### src/rtl/alu_muldiv_seq.sv
// Iterative 32-bit unsigned MUL (low word), DIVU and REMU sequencer.
// It borrows the execute-stage ALU: ADD for shift-add multiply, SLTU/SUB for restoring divide.

`ifndef ALU_FUNCT_WIDTH
`define ALU_FUNCT_WIDTH 4
`endif
`ifndef ALU_FUNCT_ADD
`define ALU_FUNCT_ADD 4'h0
`endif
`ifndef ALU_FUNCT_SLTU
`define ALU_FUNCT_SLTU 4'h3
`endif
`ifndef ALU_FUNCT_SUB
`define ALU_FUNCT_SUB 4'h8
`endif

// state    | meaning
// ---------+-----------------------------------------------------------
// IDLE     | ready for a request; ALU not owned
// MUL_ADD  | one shift-add step per cycle, 32 steps
// DIV_CMP  | shift next dividend bit into rem, compare against divisor
// DIV_SUB  | conditionally subtract divisor and set quotient bit
// DONE     | result presented until consumer accepts it
module alu_muldiv_seq #(
    parameter int N = 32
) (
    input  logic                        clk,
    input  logic                        rst_n,
    input  logic                        req_valid,
    output logic                        req_ready,
    input  logic [1:0]                  req_op,
    input  logic [N-1:0]                req_a,
    input  logic [N-1:0]                req_b,
    output logic                        resp_valid,
    input  logic                        resp_ready,
    output logic [N-1:0]                resp_z,
    output logic                        alu_own,
    output logic [N-1:0]                alu_x,
    output logic [N-1:0]                alu_y,
    output logic [`ALU_FUNCT_WIDTH-1:0] alu_funct,
    input  logic [N-1:0]                alu_z
);

    localparam logic [1:0] OP_DIVU = 2'b01;
    localparam logic [1:0] OP_REMU = 2'b10;

    typedef enum logic [2:0] {
        S_IDLE    = 3'd0,
        S_MUL_ADD = 3'd1,
        S_DIV_CMP = 3'd2,
        S_DIV_SUB = 3'd3,
        S_DONE    = 3'd4
    } state_t;

    state_t         state, state_nxt;
    logic [N-1:0]   acc_rem, acc_rem_nxt;         // MUL accumulator / DIV partial remainder
    logic [N-1:0]   mcand, mcand_nxt;
    logic [N-1:0]   mplier_quo, mplier_quo_nxt;   // MUL multiplier / DIV dividend-then-quotient
    logic [N-1:0]   divisor, divisor_nxt;
    logic [5:0]     cnt, cnt_nxt;
    logic [1:0]     op_r, op_nxt;
    logic           hibit_r, hibit_nxt;
    logic           ge_r, ge_nxt;
    logic [N-1:0]   resp_z_nxt;
    logic [N-1:0]   shifted;
    logic           take_sub;

    assign shifted  = {acc_rem[N-2:0], mplier_quo[N-1]};
    // A remainder that overflowed out of bit 31 is always >= divisor.
    assign take_sub = ge_r | hibit_r;

    always_ff @(posedge clk or negedge rst_n) begin
        if (!rst_n) begin
            state      <= S_IDLE;
            acc_rem    <= '0;
            mcand      <= '0;
            mplier_quo <= '0;
            divisor    <= '0;
            cnt        <= '0;
            op_r       <= '0;
            hibit_r    <= 1'b0;
            ge_r       <= 1'b0;
            resp_z     <= '0;
        end else begin
            state      <= state_nxt;
            acc_rem    <= acc_rem_nxt;
            mcand      <= mcand_nxt;
            mplier_quo <= mplier_quo_nxt;
            divisor    <= divisor_nxt;
            cnt        <= cnt_nxt;
            op_r       <= op_nxt;
            hibit_r    <= hibit_nxt;
            ge_r       <= ge_nxt;
            resp_z     <= resp_z_nxt;
        end
    end

    always_comb begin
        state_nxt      = state;
        acc_rem_nxt    = acc_rem;
        mcand_nxt      = mcand;
        mplier_quo_nxt = mplier_quo;
        divisor_nxt    = divisor;
        cnt_nxt        = cnt;
        op_nxt         = op_r;
        hibit_nxt      = hibit_r;
        ge_nxt         = ge_r;
        resp_z_nxt     = resp_z;
        req_ready      = 1'b0;
        resp_valid     = 1'b0;
        alu_own        = 1'b0;
        alu_x          = '0;
        alu_y          = '0;
        alu_funct      = `ALU_FUNCT_ADD;

        case (state)
            S_IDLE: begin
                req_ready = 1'b1;
                if (req_valid) begin
                    op_nxt  = req_op;
                    cnt_nxt = '0;
                    if (req_op == OP_DIVU || req_op == OP_REMU) begin
                        if (req_b == '0) begin
                            resp_z_nxt = (req_op == OP_DIVU) ? '1 : req_a;
                            state_nxt  = S_DONE;
                        end else begin
                            acc_rem_nxt    = '0;
                            mplier_quo_nxt = req_a;
                            divisor_nxt    = req_b;
                            state_nxt      = S_DIV_CMP;
                        end
                    end else begin
                        acc_rem_nxt    = '0;
                        mcand_nxt      = req_a;
                        mplier_quo_nxt = req_b;
                        state_nxt      = S_MUL_ADD;
                    end
                end
            end

            S_MUL_ADD: begin
                alu_own        = 1'b1;
                alu_funct      = `ALU_FUNCT_ADD;
                alu_x          = acc_rem;
                alu_y          = mplier_quo[0] ? mcand : '0;
                acc_rem_nxt    = alu_z;
                mcand_nxt      = mcand << 1;
                mplier_quo_nxt = mplier_quo >> 1;
                cnt_nxt        = cnt + 6'd1;
                if (cnt == 6'd31) begin
                    resp_z_nxt = alu_z;
                    state_nxt  = S_DONE;
                end
            end

            S_DIV_CMP: begin
                alu_own        = 1'b1;
                alu_funct      = `ALU_FUNCT_SLTU;
                alu_x          = shifted;
                alu_y          = divisor;
                acc_rem_nxt    = shifted;
                hibit_nxt      = acc_rem[N-1];
                ge_nxt         = acc_rem[N-1] | ~alu_z[0];
                mplier_quo_nxt = mplier_quo << 1;
                state_nxt      = S_DIV_SUB;
            end

            S_DIV_SUB: begin
                alu_own   = 1'b1;
                alu_funct = `ALU_FUNCT_SUB;
                alu_x     = acc_rem;
                alu_y     = divisor;
                if (take_sub) begin
                    acc_rem_nxt    = alu_z;
                    mplier_quo_nxt = {mplier_quo[N-1:1], 1'b1};
                end
                cnt_nxt = cnt + 6'd1;
                if (cnt == 6'd31) begin
                    resp_z_nxt = (op_r == OP_REMU) ? acc_rem_nxt : mplier_quo_nxt;
                    state_nxt  = S_DONE;
                end else begin
                    state_nxt = S_DIV_CMP;
                end
            end

            S_DONE: begin
                resp_valid = 1'b1;
                if (resp_ready) state_nxt = S_IDLE;
            end

            default: state_nxt = S_IDLE;
        endcase
    end

endmodule
### config.mk
export PLATFORM = sky130hd
export DESIGN_NAME = alu_muldiv_seq
export DESIGN_NICKNAME = d
export VERILOG_FILES = /design/src/rtl/alu_muldiv_seq.sv
export SDC_FILE = /design/constraint.sdc
export NUM_CORES = 1
export LEC_CHECK = 0
export ABC_AREA = 0
export ABC_CLOCK_PERIOD_IN_PS = 2600
export CORE_UTILIZATION = 53
export CTS_CLUSTER_SIZE = 40
export DETAILED_ROUTE_END_ITERATION = 10
export HOLD_SLACK_MARGIN = 0.03
export PLACE_DENSITY = 0.82
export SLEW_MARGIN = 20
export SYNTH_ARGS = -nofsm -noshare
export SYNTH_HDL_FRONTEND = slang
export SYNTH_SLANG_ARGS = --single-unit
export TNS_END_PERCENT = 10
### constraint.sdc
create_clock -name clk -period 2.6 [get_ports clk]
set_input_delay 0.39 -clock clk [delete_from_list [all_inputs] [get_ports clk]]
set_output_delay 0.39 -clock clk [all_outputs]
set_load 0.03 [all_outputs]
==> results of run 1 <==
## where the power goes
group	internal, W	total [W]	switching [W]
logic	0.00464	0.0103	0.00569
clock network	0.00176	0.00285	0.00109
registers	0.00399	0.00535	0.00135
## area by class of cell
class	instances	area share
Clock buffer	22	0.0336
Tap cell	260	0.0236
Multi-Input combinational cell	788	0.402
Timing Repair Buffer	280	0.211
Inverter	7	0.00190
Sequential cell	173	0.314
Clock inverter	10	0.0135
## cell families (layout without fill, tap and decap cells)
logic type | Yosys count | count (layout) | synth area share
xor gates and xnor gates | 1 | 1 | 0.000852
other | 1 | 1 | 0.000365
DFF | 173 | 173 | 0.421
AOI/OAI and AO/OA | 373 | 373 | 0.246
and+or+nand+nor | 250 | 250 | 0.116
muxes | 161 | 161 | 0.169
adders and majority gates | 2 | 2 | 0.00243
buffers and inverters | 113 | 319 | 0.0449
## layout by cell type (no fill, tap or decap), types with 33 or more instances in the layout
cell	Yosys	final
buf_12	0	38
o22ai_1	33	33
dfrtp_1	173	172
nand2b_1	34	34
a21oi_1	101	100
nor3_1	36	36
nand3_1	37	37
clkdlybuf4s50_1	0	132
a31oi_1	33	33
buf_4	5	107
nand2_1	77	77
mux2_2	64	64
a22o_1	63	63
mux2i_1	63	63
mux2_1	34	34
nor2_1	43	38
o21ai_0	44	44
## how the worst max path moves through the flow
| stage | from | endpoint | cells after the start |
|---|---|---|---|
| 3_3_place_gp | req_b[5] | divisor[7] | 8 |
| 3_5_place_dp | req_b[2] | divisor[11] | 7 |
| 2_1_floorplan | state[2] | resp_z[14] | 6 |
| 4_1_cts | state[1] | resp_valid | 4 |
| 5_1_grt | state[1] | alu_x[9] | 6 |
| 6_report | state[1] | alu_y[21] | 6 |
## per-stage QoR
stage	setup TNS, ns	total power (W)
2_1_floorplan	0	0.0115
3_3_place_gp	-8.66	0.0152
3_5_place_dp	-10.16	0.0155
4_1_cts	0	0.0184
5_1_grt	0	0.0194
6_report	0	0.0185
## registers in the layout, indices dropped and copies added (netlist names)
| name | cells |
|---|---|
| acc_rem | 32 |
| divisor | 32 |
| mcand | 32 |
| mplier_quo | 32 |
| resp_z | 32 |
| cnt | 6 |
| state | 3 |
| op_r | 2 |
| ge_r | 1 |
| hibit_r | 1 |
## timing repair
item | CTS | global route
hold endpoints to repair | 44 | 0
resized for setup | 0 | 2
setup endpoints to repair | 0 | 32
hold buffers | 1 | 0
## layer usage
layer  routed length, um  global-route usage
met1               13700               0.498
met2               15000               0.498
met3                3920              0.0766
met4                1110               0.137
met5                   0                   0
==> flow_metrics.env, run 1 <==
export IMPL_ys_seq_area_frac=0.421
export IMPL_wirelength_mm=33.8
export IMPL_multi_input_comb_area_mm2=0.00556
export IMPL_power_leakage_nw=5.68
export IMPL_finalNonFillerCells=1540
export IMPL_cts_tree="done"
export IMPL_grt_max_degree=69
export IMPL_clk_path_buf_depth=2
export IMPL_gp_congestion=0.899
export IMPL_drive_above_1_share=0.201
export IMPL_cap_violations=0
export IMPL_via_per_inst=6.59
export IMPL_crit_family="buffers and inverters"
export IMPL_rows=50
export IMPL_overflow=0
export IMPL_crit_path_frequent_cell="buf_12"
export IMPL_fin_nets=1371
export IMPL_finalSetupViolCount=0
export IMPL_period_needed_ns=2.54
export IMPL_power_density_mw_per_mm2=1340
export IMPL_num_vias=10100
export IMPL_syn_area_mm2=0.0103
export IMPL_postLayoutCoreUtil=0.733
export IMPL_syn_num_nets=1178
export IMPL_root_buffer="clkbuf_16"
export IMPL_port_buffers=203
export IMPL_placed_area_mm2=0.0131
export IMPL_grt_pass1_wl_mm=52.9
export IMPL_antenna_found_initial=0
export IMPL_finalClockSkew_ns=0.00681
export IMPL_stdcell_area_mm2=0.0138
export IMPL_clock_sinks=173
export IMPL_die_area_mm2=0.0200
export IMPL_cp_required_ns=2.21
export IMPL_antenna_cells=0
export IMPL_path_cells="clkinv_1 -> buf_4 -> and3_1 -> buf_12 -> a22o_1 -> buf_12"
export IMPL_fin_ws_ns=0.0585
export IMPL_path_clk_slew_ns=0.06
export IMPL_synth_edf_count=0
export IMPL_max_stage_delay_ns=0.49
export IMPL_placedCellCount=1507
export IMPL_vdd_drop_max_uv=761
export IMPL_synthTopCellsByCount="dfrtp_1 (173), a21oi_1 (101), clkbuf_1 (82), nand2_1 (77), mux2_2 (64)"
export IMPL_cts_setup_buffers=0
export IMPL_ys_flop_type="dfrtp_1"
export IMPL_hpwl_mm=23.3
export IMPL_synth_distinct_cells=44
export IMPL_hold_ws_ns=0.452
export IMPL_worstReg2RegEnd="mplier_quo[15]"
export IMPL_rsz0062_at_grt="no"
export IMPL_yosys_area_top_type="dfrtp_1"
export IMPL_finalHoldViolations=0
export IMPL_min_path_type="in -> async"
export IMPL_coreArea_mm2=0.0188
export IMPL_critPathLaunchType="flop"
export IMPL_crit_type="reg -> out"
export IMPL_min_period_over_period=0.978
export IMPL_path_buf_inv=4
export IMPL_first_pass_iters=8
export IMPL_pin_count=205
export IMPL_path_max_fanout=32
export IMPL_fillers=1331
export IMPL_place_ws_ns=-0.194
export IMPL_reg2reg_depth=7
export IMPL_worst_ep_arrival_time_ns=2.15
export IMPL_synthTopCellsByArea="dfrtp_1 (42%), mux2_2 (7.0%), mux2i_1 (6.1%)"
export IMPL_drtAntennaViolNets=0
export IMPL_yosysTopAreaCellShare=0.421
export IMPL_initial_utilization=0.546
export IMPL_drt_iter0_drc=1156
export IMPL_slew_viol_final=0
export IMPL_slowest_stage="dfrtp_1"
export IMPL_clk_latency_ns=0.44
export IMPL_synth_warnings=0
export IMPL_fmax_mhz=393
export IMPL_track_usage=0.344
export IMPL_numCtsBuffers=17
export IMPL_postSynthAreaPerCell_um2=9.58
export IMPL_register_area_mm2=0.00433
export IMPL_wl_per_cell_um=22.0
export IMPL_die_w_um=141
export IMPL_run_status="complete, no violations"
export IMPL_synthCells=1074
export IMPL_die_h_um=141
export IMPL_ys_ff_latch=173
export IMPL_r2r_start="state[1]"
export IMPL_area_growth_pct=34.3
export IMPL_worst_pin_slew_ns=0.727
export IMPL_relSlewSlack=0.514
export IMPL_cp_end_kind="primary output"
export IMPL_htree_num_levels=4
export IMPL_drc=0
export IMPL_grt_pass1_vias=9464
export IMPL_reg2reg_slack_ns=0.23
export IMPL_synth_most_common_cell="dfrtp_1"
export IMPL_async_flop_share=1.00
(Power assumes the default switching activity.)
==> run 2: changes to the inputs <==
--- a/config.mk
+++ b/config.mk
@@ -7,11 +7,12 @@
 export LEC_CHECK = 0
 export ABC_AREA = 0
 export ABC_CLOCK_PERIOD_IN_PS = 2600
-export CORE_UTILIZATION = 53
+export CORE_MARGIN = 2
+export CORE_UTILIZATION = 32
 export CTS_CLUSTER_SIZE = 40
 export DETAILED_ROUTE_END_ITERATION = 10
+export GPL_TIMING_DRIVEN = 0
 export HOLD_SLACK_MARGIN = 0.03
-export PLACE_DENSITY = 0.82
 export SLEW_MARGIN = 20
 export SYNTH_ARGS = -nofsm -noshare
 export SYNTH_HDL_FRONTEND = slang
==> run 2 against run 1 <==
Compared with the run above: worst hold slack better by 0.019 ns; total power is 3.4% lower; clock-buffer cell count is 4 lower; critical endpoint is now resp_z[25].
==> flow_metrics.env, run 2 (synthesis results as in run 1) <==
export IMPL_rows=65
export IMPL_cap_violations=0
export IMPL_grt_max_degree=88
export IMPL_min_period_over_period=0.998
export IMPL_pin_count=205
export IMPL_via_per_inst=5.62
export IMPL_grt_pass1_vias=9477
export IMPL_run_status="complete, no violations"
export IMPL_critPathLaunchType="input port"
export IMPL_gp_congestion=0.901
export IMPL_drtAntennaViolNets=0
export IMPL_min_path_type="reg -> reg"
export IMPL_coreArea_mm2=0.0316
export IMPL_worst_pin_slew_ns=0.768
export IMPL_final_cell_mix="dfrtp_1 (170), clkdlybuf4s50_1 (132), a21oi_1 (101), nand2_1 (77), mux2_2 (64)"
export IMPL_port_buffers=203
export IMPL_final_common_cell="dfrtp_1"
export IMPL_finalSetupViolCount=0
export IMPL_fmax_mhz=385
export IMPL_numCtsBuffers=17
export IMPL_vdd_drop_max_uv=528
export IMPL_num_vias=9677
export IMPL_root_buffer="clkbuf_16"
export IMPL_wl_per_cell_um=22.0
export IMPL_place_ws_ns=-1.03
export IMPL_finalClockSkew_ns=0.0104
export IMPL_hold_ws_ns=0.471
export IMPL_hpwl_mm=29.3
export IMPL_worst_ep_arrival_time_ns=2.92
export IMPL_cts_tree="done"
export IMPL_first_pass_iters=5
export IMPL_total_power_w=0.0179
export IMPL_power_density_mw_per_mm2=1320
export IMPL_track_usage=0.222
export IMPL_overflow=0
export IMPL_crit_type="in -> reg"
export IMPL_clock_sinks=173
export IMPL_clk_latency_ns=0.44
export IMPL_clk_path_buf_depth=2
export IMPL_cp_required_ns=2.93
export IMPL_initial_utilization=0.325
export IMPL_cp_end_kind="flop"
export IMPL_fin_nets=1408
export IMPL_power_leakage_nw=5.40
export IMPL_area_growth_pct=32.0
export IMPL_htree_num_levels=4
export IMPL_die_area_mm2=0.0336
export IMPL_relSlewSlack=0.488
export IMPL_wirelength_mm=37.8
export IMPL_grt_pass1_wl_mm=56.8
export IMPL_drive_above_1_share=0.177
export IMPL_period_needed_ns=2.60
export IMPL_antenna_found_initial=2
export IMPL_die_h_um=183
export IMPL_path_max_fanout=10
export IMPL_drc=0
export IMPL_fin_ws_ns=0.00420
export IMPL_slew_viol_final=0
export IMPL_finalHoldViolations=0
export IMPL_die_w_um=183
export IMPL_tns_ns=0
export IMPL_path_clk_slew_ns=0.07
export IMPL_drt_iter0_drc=849
[run 2: cell count changes in the layout (fill, tap and decap cells not counted), moves of 4 or more]
cell	change
buf_12	-38
buf_2	+42
buf_4	-89
clkbuf_1	+58
clkbuf_2	+5
clkbuf_4	+8
clkbuf_8	+5
clkdlybuf4s15_2	+34
dlygate4sd2_1	+5
inv_6	+4
[run 2: worst paths after layout]
path / slack (ns) / from / cells after the start / to
max in group asynchronous: 1.17 / rst_n / 3 / state[1]
worst max-delay path: 0.004 / req_b[30] / 7 / resp_z[25]
worst min register to register: 0.47 / op_r[1] / 2 / op_r[1]
worst min-delay path: 0.47 / op_r[1] / 2 / op_r[1]
worst max register to register: 0.16 / state[2] / 7 / resp_z[25]
min in group asynchronous: 0.54 / rst_n / 2 / acc_rem[25]
[run 2: timing repair]
item	CTS	global route
endpoints found under the setup margin	115	166
hold endpoints to repair	86	0
hold buffers	1	0
setup buffers	4	5
pin swaps	2	3
resized for setup	301	28
[run 2: power breakdown]
group	leakage, nW	switching [W]	total (W)	internal [W]
Clock	0.290	0.00120	0.00266	0.00146
Sequential	2.03	0.00133	0.00532	0.00399
Combinational	3.08	0.00584	0.00992	0.00408
Total	5.40	0.00837	0.0179	0.00953
[run 2: critical path, stage by stage]
cell and delay (ns):
clkdlybuf4s50_1 0.56, nor4_1 0.39, nand4_1 0.27, o21ai_0 0.30
nand2_1 0.30, buf_2 0.34, mux2_1 0.35
[run 2: layout make-up]
class	count	area, um2
multi-input combinational	788	5550
antenna	2	5.00
sequential	173	4330
fill	3045	18100
inverter	7	28.8
clock inverter	14	158
clock buffer	18	439
buffer	103	526
timing repair buffer	214	2030
tap	402	503
[run 2: metrics by stage]
stage,instance area [um2],util,cells
finish,13600,0.429,1721
detailed placement,12900,0.406,1680
global route,13600,0.429,1720
CTS,13500,0.427,1715
global placement,12800,0.405,1679
floorplan,10300,-,1074
[run 2: routing by layer]
layer,part of all wire,up-vias,wire (um),GRT usage
met5,0.00045,-,17,0
met4,0.022,2,840,0.0650
li1,-,4495,-,-
met1,0.46,4731,17400,0.316
met3,0.066,51,2500,0.0359
met2,0.45,398,17100,0.349
